## src/rtl/pwm_pkg.sv

```systemverilog
// Shared definitions for the multi-channel PWM generator: channel state
// encoding and the period / phase-step helpers derived from RES and NCH.
package pwm_pkg;

  typedef enum logic [1:0] {
    CH_OFF       = 2'd0,
    CH_RAMP_UP   = 2'd1,
    CH_HOLD      = 2'd2,
    CH_RAMP_DOWN = 2'd3
  } ch_state_t;

  // Number of counter ticks in one PWM period.
  function automatic int period_of(input int res);
    return 1 << res;
  endfunction

  // Phase offset between neighbouring channels (integer division truncates).
  function automatic int phase_step_of(input int res, input int nch);
    return (1 << res) / nch;
  endfunction

endpackage

```

## src/rtl/pwm_channel.sv

```systemverilog
// One PWM channel: enable synchroniser, soft-start/stop ramp FSM, shadow
// compare register (latched on the last count of this channel's own period)
// and the registered PWM output.
//
// tick is a one-clk strobe that advances the shared counter; rtick is the
// one-clk ramp prescaler strobe. Neither carries a handshake: each is
// consumed in the clk it is high.
module pwm_channel
  import pwm_pkg::*;
#(
  parameter int RES       = 10,
  parameter int RAMP_STEP = 1,
  parameter int PHASE_OFS = 0
) (
  input  logic           clk,
  input  logic           rst_n,
  input  logic           tick,
  input  logic           rtick,
  input  logic [RES-1:0] cnt,
  input  logic           enable,
  input  logic [RES-1:0] duty,
  input  logic           soft_start,
  output logic           pwm_out,
  output logic [1:0]     state
);

  localparam logic [RES-1:0] PC_LAST = '1;
  localparam logic [RES-1:0] OFS     = RES'(PHASE_OFS);
  localparam logic [RES:0]   STEP    = (RES+1)'(RAMP_STEP);

  logic           en_meta, en_s;
  logic [RES-1:0] tgt;
  logic [RES-1:0] duty_actual, duty_actual_d;
  logic [RES-1:0] duty_cmp, cmp_new;
  logic [RES-1:0] pc, pc_next;
  logic [RES:0]   up_sum;
  logic [RES-1:0] up_val, dn_val;
  ch_state_t      state_q, state_d, settle_st;

  assign state   = state_q;
  assign tgt     = en_s ? duty : '0;
  assign pc      = cnt + OFS;
  assign pc_next = pc + 1'b1;
  // The compare value for the new period is taken on the period's last tick.
  assign cmp_new = (pc == PC_LAST) ? duty_actual : duty_cmp;

  // Ramp step arithmetic at RES+1 bits, clamped to the target.
  assign up_sum    = {1'b0, duty_actual} + STEP;
  assign up_val    = (up_sum >= {1'b0, tgt}) ? tgt : up_sum[RES-1:0];
  assign dn_val    = ({1'b0, duty_actual} <= ({1'b0, tgt} + STEP)) ? tgt
                                                                   : duty_actual - STEP[RES-1:0];
  assign settle_st = (tgt == '0) ? CH_OFF : CH_HOLD;

  // Two-flop synchroniser for the asynchronous enable.
  always_ff @(posedge clk or negedge rst_n) begin
    if (!rst_n) begin
      en_meta <= 1'b0;
      en_s    <= 1'b0;
    end else begin
      en_meta <= enable;
      en_s    <= en_meta;
    end
  end

  // Ramp FSM next-state and next duty_actual.
  always_comb begin
    state_d       = state_q;
    duty_actual_d = duty_actual;
    if (!soft_start) begin
      duty_actual_d = tgt;
      state_d       = settle_st;
    end else begin
      case (state_q)
        CH_OFF: begin
          duty_actual_d = '0;
          if (tgt != '0) state_d = CH_RAMP_UP;
        end
        CH_RAMP_UP: begin
          if (tgt < duty_actual)       state_d = CH_RAMP_DOWN;
          else if (tgt == duty_actual) state_d = settle_st;
          else if (rtick) begin
            duty_actual_d = up_val;
            if (up_val == tgt) state_d = CH_HOLD;
          end
        end
        CH_HOLD: begin
          if (tgt > duty_actual)      state_d = CH_RAMP_UP;
          else if (tgt < duty_actual) state_d = CH_RAMP_DOWN;
        end
        CH_RAMP_DOWN: begin
          if (tgt > duty_actual)       state_d = CH_RAMP_UP;
          else if (tgt == duty_actual) state_d = settle_st;
          else if (rtick) begin
            duty_actual_d = dn_val;
            if (dn_val == tgt) state_d = settle_st;
          end
        end
        default: state_d = CH_OFF;
      endcase
    end
  end

  // Ramp FSM state and working duty registers.
  always_ff @(posedge clk or negedge rst_n) begin
    if (!rst_n) begin
      state_q     <= CH_OFF;
      duty_actual <= '0;
    end else begin
      state_q     <= state_d;
      duty_actual <= duty_actual_d;
    end
  end

  // Shadow compare and output flop, both advanced only on tick.
  always_ff @(posedge clk or negedge rst_n) begin
    if (!rst_n) begin
      duty_cmp <= '0;
      pwm_out  <= 1'b0;
    end else if (tick) begin
      duty_cmp <= cmp_new;
      pwm_out  <= (cmp_new == PC_LAST) || (pc_next < cmp_new);
    end
  end

endmodule

```

## src/rtl/pwm_multi_channel.sv

```systemverilog
// NCH-channel PWM generator sharing one RES-bit period counter and one ramp
// prescaler. Each channel gets a fixed phase offset when staggering is on.
module pwm_multi_channel
  import pwm_pkg::*;
#(
  parameter int NCH           = 2,
  parameter int RES           = 10,
  parameter int RAMP_DIV      = 9999,
  parameter int RAMP_STEP     = 1,
  parameter int PHASE_STAGGER = 1
) (
  input  logic               clk,
  input  logic               rst_n,
  input  logic               tick,
  input  logic [NCH-1:0]     enable,
  input  logic [NCH*RES-1:0] duty,
  input  logic [NCH-1:0]     soft_start,
  output logic [NCH-1:0]     pwm_out,
  output logic [NCH-1:0]     ramping,
  output logic               period_start
);

  localparam int             PERIOD     = period_of(RES);
  localparam int             PHASE_STEP = phase_step_of(RES, NCH);
  localparam logic [RES-1:0] CNT_LAST   = RES'(PERIOD - 1);
  localparam int             PW         = (RAMP_DIV < 1) ? 1 : $clog2(RAMP_DIV + 1);
  localparam logic [PW-1:0]  PRESC_LAST = PW'(RAMP_DIV);

  logic [RES-1:0] cnt;
  logic [PW-1:0]  presc;
  logic           rtick;

  assign rtick = (presc == PRESC_LAST);

  // Shared period counter with natural wrap; flag the wrap to 0.
  always_ff @(posedge clk or negedge rst_n) begin
    if (!rst_n) begin
      cnt          <= '0;
      period_start <= 1'b0;
    end else begin
      period_start <= tick && (cnt == CNT_LAST);
      if (tick) cnt <= cnt + 1'b1;
    end
  end

  // Free-running ramp prescaler, independent of channel activity.
  always_ff @(posedge clk or negedge rst_n) begin
    if (!rst_n)     presc <= '0;
    else if (rtick) presc <= '0;
    else            presc <= presc + 1'b1;
  end

  for (genvar g = 0; g < NCH; g++) begin : g_ch
    logic [1:0] st;

    pwm_channel #(
      .RES       (RES),
      .RAMP_STEP (RAMP_STEP),
      .PHASE_OFS ((PHASE_STAGGER != 0) ? g * PHASE_STEP : 0)
    ) u_ch (
      .clk        (clk),
      .rst_n      (rst_n),
      .tick       (tick),
      .rtick      (rtick),
      .cnt        (cnt),
      .enable     (enable[g]),
      .duty       (duty[g*RES +: RES]),
      .soft_start (soft_start[g]),
      .pwm_out    (pwm_out[g]),
      .state      (st)
    );

    assign ramping[g] = (st == CH_RAMP_UP) || (st == CH_RAMP_DOWN);
  end

endmodule

```

## config.mk

```make
export PLATFORM = sky130hd
export DESIGN_NAME = pwm_multi_channel
export DESIGN_NICKNAME = d
export VERILOG_FILES = /design/src/rtl/pwm_pkg.sv /design/src/rtl/pwm_channel.sv /design/src/rtl/pwm_multi_channel.sv
export SDC_FILE = /design/constraint.sdc
export NUM_CORES = 1
export LEC_CHECK = 0
export ABC_AREA = 1
export CORE_UTILIZATION = 40
export CTS_CLUSTER_SIZE = 10
export DETAILED_ROUTE_END_ITERATION = 12
export SLEW_MARGIN = 10
export SYNTH_ARGS = -nofsm -noshare
export SYNTH_HDL_FRONTEND = slang
export SYNTH_SLANG_ARGS = --single-unit
```

## constraint.sdc

```tcl
create_clock -name clk -period 3.25 [get_ports clk]
set_input_delay 0.325 -clock clk [delete_from_list [all_inputs] [get_ports clk]]
set_output_delay 0.325 -clock clk [all_outputs]
set_load 0.01 [all_outputs]
```

After elaboration in Yosys (flattened, before gate mapping)
Cells that the tools add are included.
W data, S select, Z words.

storage, ports and cells
  register bits after elaboration = 75
  bits in latches = 0
  memory bits (writable) = 0
  bits in read-only memories = 0
  input port bits = 27
  output and inout port bits = 5
  word-level logic and storage cells = 146
  memories = 0

cells by class
  $add $sub $neg = 10
  $mul = 0
  divide/modulo/power cells = 0
  $lt $le $gt $ge = 10
  equal/unequal tests = 43
  shifts and indexed selects = 0
  muxes and demuxes = 53
  bitwise gates (word level) = 0
  reductions and logical operators = 15

operator list
  kind                      number
  $mux W10                  22
  $eq A10 B10 Y1            6
  $pmux W10 S3              2
  $mux W2                   26
  $add A10 B1 Y11 const B   4
  $eq A10 B10 Y1 const B    4
  $lt A10 B10 Y1            4
  $ne A5 B2 Y1 const B      8
  $ne A3 B3 Y1 const B      8
  $ge A11 B10 Y1            2
  $le A10 B11 Y1            2
  $add A10 B1 Y10 const B   2
  $gt A10 B10 Y1            2
  $logic_not A10 Y1         2
  $reduce_bool A10 Y1       2
  $sub A10 B1 Y10 const B   2
  $ne A3 B2 Y1 const B      6
  $pmux W2 S4               2
  $add A14 B1 Y14 const B   1
  $eq A14 B14 Y1 const B    1
  $mux W14                  1
  $reduce_and A7 Y1         2
  $reduce_and A6 Y1         2
  $add A10 B10 Y10 const B  1
  7 further kinds           17

Depth between registers and ports, before layout
Gate-level depths: netlist of run 1.

  word-level depth = 11
  depth in mapped cells = 25
  gate-level depth less buffers = 23

Hierarchy
From an unflattened synthesis of run 1, not the netlist that was laid out.

second synthesis, totals
  cell total of the unflattened synthesis = 1354
  area total of the unflattened synthesis = 8788.4 sq um

by module, submodules not included
  module                      times used  cells each  area an instance (sq um)  seq. area each (sq um)
  pwm_channel (g_ch[1].u_ch)  1           603         3793.6                    625.6
  pwm_channel (g_ch[0].u_ch)  1           591         3696.0                    625.6
  pwm_multi_channel           1           160         1298.7                    625.6

Least setup slack after synthesis of run 1
No wires, ideal clock.

  path kind = register to register
  start point = reg g_ch[0].u_ch.en_s
  end point = reg g_ch[0].u_ch.state_q[0]
  library setup time = 0.117 ns
  arrival = 3.060 ns
  required time = 3.133 ns
  path slack = 0.073 ns
  stages on the path, launching flop included = 24
  buffers on the path = 2
  period minus slack after synthesis = 3.177 ns
  cell sequence = dfrtp_1 > buf_4 > nand2_1 > inv_1 > ha_1 > nand3_1 > nor2_1 > nand2_1 > xor2_1 > ha_1 > a21o_1 > a21oi_1 > nand2_1 > buf_2 > nand4_1 > nand2_1 > nor2_1 > nand2_1 > nor2_1 > nand2_1 > nand2_1 > nand3_1 > nand2_1 > nand2_1

between the ends
  cells in the longest elaborated chain, start to end = 7
  elaborated cells on any way between the ends = 26
  those cells by class = add/sub (1); order compare (4); eq/ne (9); mux (10); reduce/logical (2)

RTL lines
  what                                RTL line            text
  from (decl)                         pwm_channel.sv:31   logic en_meta, en_s;
  from (signal assigned)              pwm_channel.sv:61   en_s <= en_meta;
  $mux W10 *                          pwm_channel.sv:41   assign tgt = en_s ? duty : '0;
  $add A10 B1 Y11                     pwm_channel.sv:50   assign dn_val = ({1'b0, duty_actual} <= ({1'b0, tgt} + STEP)) ? tgt
  $le A10 B11 Y1                      pwm_channel.sv:50
  $mux W10                            pwm_channel.sv:50
  $eq A10 B10 Y1                      pwm_channel.sv:95   if (dn_val == tgt) state_d = settle_st;
  $ne A5 B2 Y1 (no source line)       n/a
  $reduce_and A6 Y1 (no source line)  n/a
  to (signal assigned)                pwm_channel.sv:109  state_q <= state_d;
  to (decl)                           pwm_channel.sv:38   ch_state_t state_q, state_d, settle_st;

Every way passes the cells marked *; elsewhere a longest branch is shown, timed or not.
A chain may end at the register's enable or synchronous reset.

Worst setup path after layout of run 1
  start point = reg g_ch[1].u_ch.en_s
  end point = reg g_ch[1].u_ch.state_q[0]

between the ends
  cells in the longest elaborated chain, start to end = 7
  elaborated cells on any way between the ends = 26
  those cells by class = add/sub (1); order compare (4); eq/ne (9); mux (10); reduce/logical (2)

RTL lines
  what                                RTL line
  from (decl)                         pwm_channel.sv:31
  from (signal assigned)              pwm_channel.sv:61
  $mux W10 *                          pwm_channel.sv:41
  $add A10 B1 Y11                     pwm_channel.sv:50
  $le A10 B11 Y1                      pwm_channel.sv:50
  $mux W10                            pwm_channel.sv:50
  $eq A10 B10 Y1                      pwm_channel.sv:95
  $ne A5 B2 Y1 (no source line)       n/a
  $reduce_and A6 Y1 (no source line)  n/a
  to (signal assigned)                pwm_channel.sv:109
  to (decl)                           pwm_channel.sv:38

Marked as above.

==> results of run 1 <==
-- cell families (layout without fill, tap and decap cells) --
logic type,after synthesis,in the layout,synth area share [%]
compound gates,204,205,14.1
xor+xnor,34,34,3.53
fa+ha+maj,90,90,13.4
buf+inv,224,370,10.7
flops,75,75,22.3
simple gates,689,689,36.1
-- synth_stat cells --
library cell,number
inv_2,7
buf_6,2
inv_4,1
inv_1,169
nor3b_1,1
clkinv_1,4
a21boi_0,2
clkbuf_1,20
or2_2,4
nor4_1,5
xor2_1,34
o22ai_1,2
a21oi_2,1
buf_4,6
o21ai_0,110
a21oi_1,33
a211oi_1,3
a31oi_1,1
nor2_1,125
nand3_2,1
o221ai_1,9
nor3_1,21
nand4_1,84
o211ai_1,24
o21bai_1,1
dfrtp_1,75
nor2_4,1
nand3_1,70
nor2_2,4
nand3b_1,8
ha_1,90
and3_1,2
buf_2,15
nand2_4,4
nand2_2,5
a41oi_1,11
nand2_1,354
o21ai_1,3
a21o_1,4
-- state kept, by name (all words and copies together) (netlist names) --
signal                 count
presc                     14
period_start               1
g_ch.u_ch.en_s             2
g_ch.u_ch.en_meta          2
g_ch.u_ch.duty_actual     20
g_ch.u_ch.duty_cmp        20
g_ch.u_ch.pwm_out          2
cnt                       10
g_ch.u_ch.state            4
-- worst max-delay path, delay by kind of cell (launching register included) --
kind	cells	cell delay, ns
xor+xnor	1	0.13
simple gates	18	1.54
flops	1	0.50
fa+ha+maj	2	0.47
compound gates	1	0.06
buf+inv	3	0.33
-- layout make-up --
cell class                 count  area [um^2]
clock buffer                  11          243
multi-input combinational   1018         5960
timing repair buffer         173         1440
tap                          270          338
inverter                     181          694
clock inverter                 5         37.5
fill                        2102         9830
sequential                    75         1880
-- where the power goes --
| group | switching, mW | internal, mW | leakage (nW) |
|---|---|---|---|
| clock network | 0.437 | 0.542 | 0.132 |
| logic | 3.62 | 2.36 | 4.19 |
| registers | 0.268 | 1.17 | 0.951 |
| total | 4.32 | 4.08 | 5.28 |
-- per-layer routing --
layer  up-vias  GRT usage, %
li1       4683             -
met1      4200          37.2
met2       278          41.6
met3        34          3.88
met4         0          7.16
met5         -             0
-- final timing paths --
path / end / slack (ns) / depth (start not counted)
hold reg to reg: g_ch[1].u_ch.en_s$_DFF_PN0_ / 0.35 / 0
setup reg to reg: g_ch[1].u_ch.state[0]$_DFFE_PN0P_ / 0.11 / 25
max in group asynchronous: g_ch[1].u_ch.en_s$_DFF_PN0_ / 2.52 / 2
min in group clk: g_ch[1].u_ch.en_s$_DFF_PN0_ / 0.35 / 0
hold / removal: g_ch[0].u_ch.en_meta$_DFF_PN0_ / 0.03 / 1
setup / recovery: g_ch[1].u_ch.state[0]$_DFFE_PN0P_ / 0.11 / 25
-- timing repair --
action                                  4_1_cts  5_1_grt
pin swaps                                     0       41
resized for setup                             4       96
setup buffers                                 0        8
endpoints found under the setup margin        4       25
gates cloned                                  0        2
hold endpoints to repair                      0        0
==> impl_results.md, run 1 <==
- Fmax: 318 MHz
- Inserted Clock Buffers: 9
- Slowest stage cell, crit path: dfrtp_2
- Placed instance count: 1708
- DR WL met2: around 13000 um
- Vias in the first global route: a little under 9000
- Drt first-iter violations: 624
- Die Width: 147 um
- Largest area contributor in the netlist: dfrtp_1
- Final nets: 1575
- Met1 wire length: 13300 um
- Row count: 52
- Half-perimeter wire length after placement: roughly 22000 um
- Initial Utilization: between 40% and 50%
- Unrepaired setup endpoints after global routing: yes
- Clk sinks: 75
- Ratio of final minimum period to clock period: between 90% and 100%
- Ant. Diodes: 0
- Hold WC Path Type: input pin to asynchronous set/reset pin
- Total Power: 8.40 mW
- Met3 WL: 1600 um
- Dpl ws: -0.326 ns
- Post-synth cell types: 39
- Worst setup margin: 0.109 ns
- Crit path capture type: register
- CP arrival: about 3.4 ns
- 1st-pass router iterations: 5
- Largest cells by area after synthesis: dfrtp_1 (22%), nand2_1 (16%), ha_1 (13%)
- Final instance area: 10600 um^2
- Worst Setup SP: g_ch[1].u_ch.en_s$_DFF_PN0_
- Area grow syn2layout: 25.8%
- Die area: roughly 22000 um^2
- Util after Layout: 51.9%
- Final number of setup-violating endpoints: 0
- Most common cell on crit path: nand2_1
- Clk_skew: ~0.011 ns
- Gpl congestion: 0.963
- Most frequent cells in the layout: nand2_1 (334), inv_1 (162), buf_4 (135)
- Yosys reg bits: 75
- GRT Overall Usage: a little over a quarter
- Antenna Nets Post-Route: 0
- CTS max path bufs: 2
- CTS tree: built
- Core ar.: approximately 20000 um^2
- Die height: 147 um
- Warnings, synthesis: 0
- Sequential-to-total area share from yosys stat: between 20% and 30%
- Final wirelength: between 20000 and 30000 um
- Sum of negative setup slack: 0 ns
- Peak fanout along the critical path: 7
- Final Critical Period: 3.14 ns
- Pwr/cell area: 792 nW/um^2
- Slew headroom: around half
- Max Cap Viol: 0
- Clk slew on worst S/H paths: approximately 0.07 ns
- Post-Syn Area: 8430 um^2
- DP Area: 9900 um^2
- P_leak: around 5.3 nW
- Highest routed layer: met4
- Final Instance Count excl. Fillers: 1733
- Final hold viol count: 0
- Largest net degree at the start of global routing: 58
- Skew-Pair Late Insertion Delay: 0.35 ns
- Reg2reg start: g_ch[1].u_ch.en_s$_DFF_PN0_
- Post-synthesis net count: 1433
- Share of layout cells above drive strength 1: 17.6%
- CTS H-Tree Depth: 3
- Hold Buf Count CTS: 0
- Hold slack final: between 0.02 and 0.03 ns
- Commonest non-fill, non-tap cell in the layout: nand2_1
- Top-Level Pins: 32
- Status: completed
- Worst Path Required: 3.49 ns
- Crit-path max cell delay: around 0.5 ns
- Remaining Overflow, GRT: 0
- Number of buffer cells added on primary ports: 31
- Slew @ Worst Pin: roughly 0.78 ns
- Via/cell ratio: between 5 and 6
- Mean post-synth cell area: 6.40 um^2
- Root buf cell: clkbuf_16
- Max-slew violations: 0
- DRC: 0
- Via count: 9195
- Worst setup SP type: register
- First-pass GRT wire length: 45000 um
- Share of the synthesized area in the top cell type: 22.3%
- WL per Instance: around 16 um
- Initial antenna violation count: 1
- Cells after Synth: 1316
- VDD IR-drop max: roughly 340 uV
- Setup CP Type: register to register
Power figures use the tool's default switching activity.
==> run 2: changes to the inputs <==
ABC_CLOCK_PERIOD_IN_PS = 3250   (was default)
==> results of run 2 <==
Same layout as run 1: the final DEF is identical, and so are final timing and power.
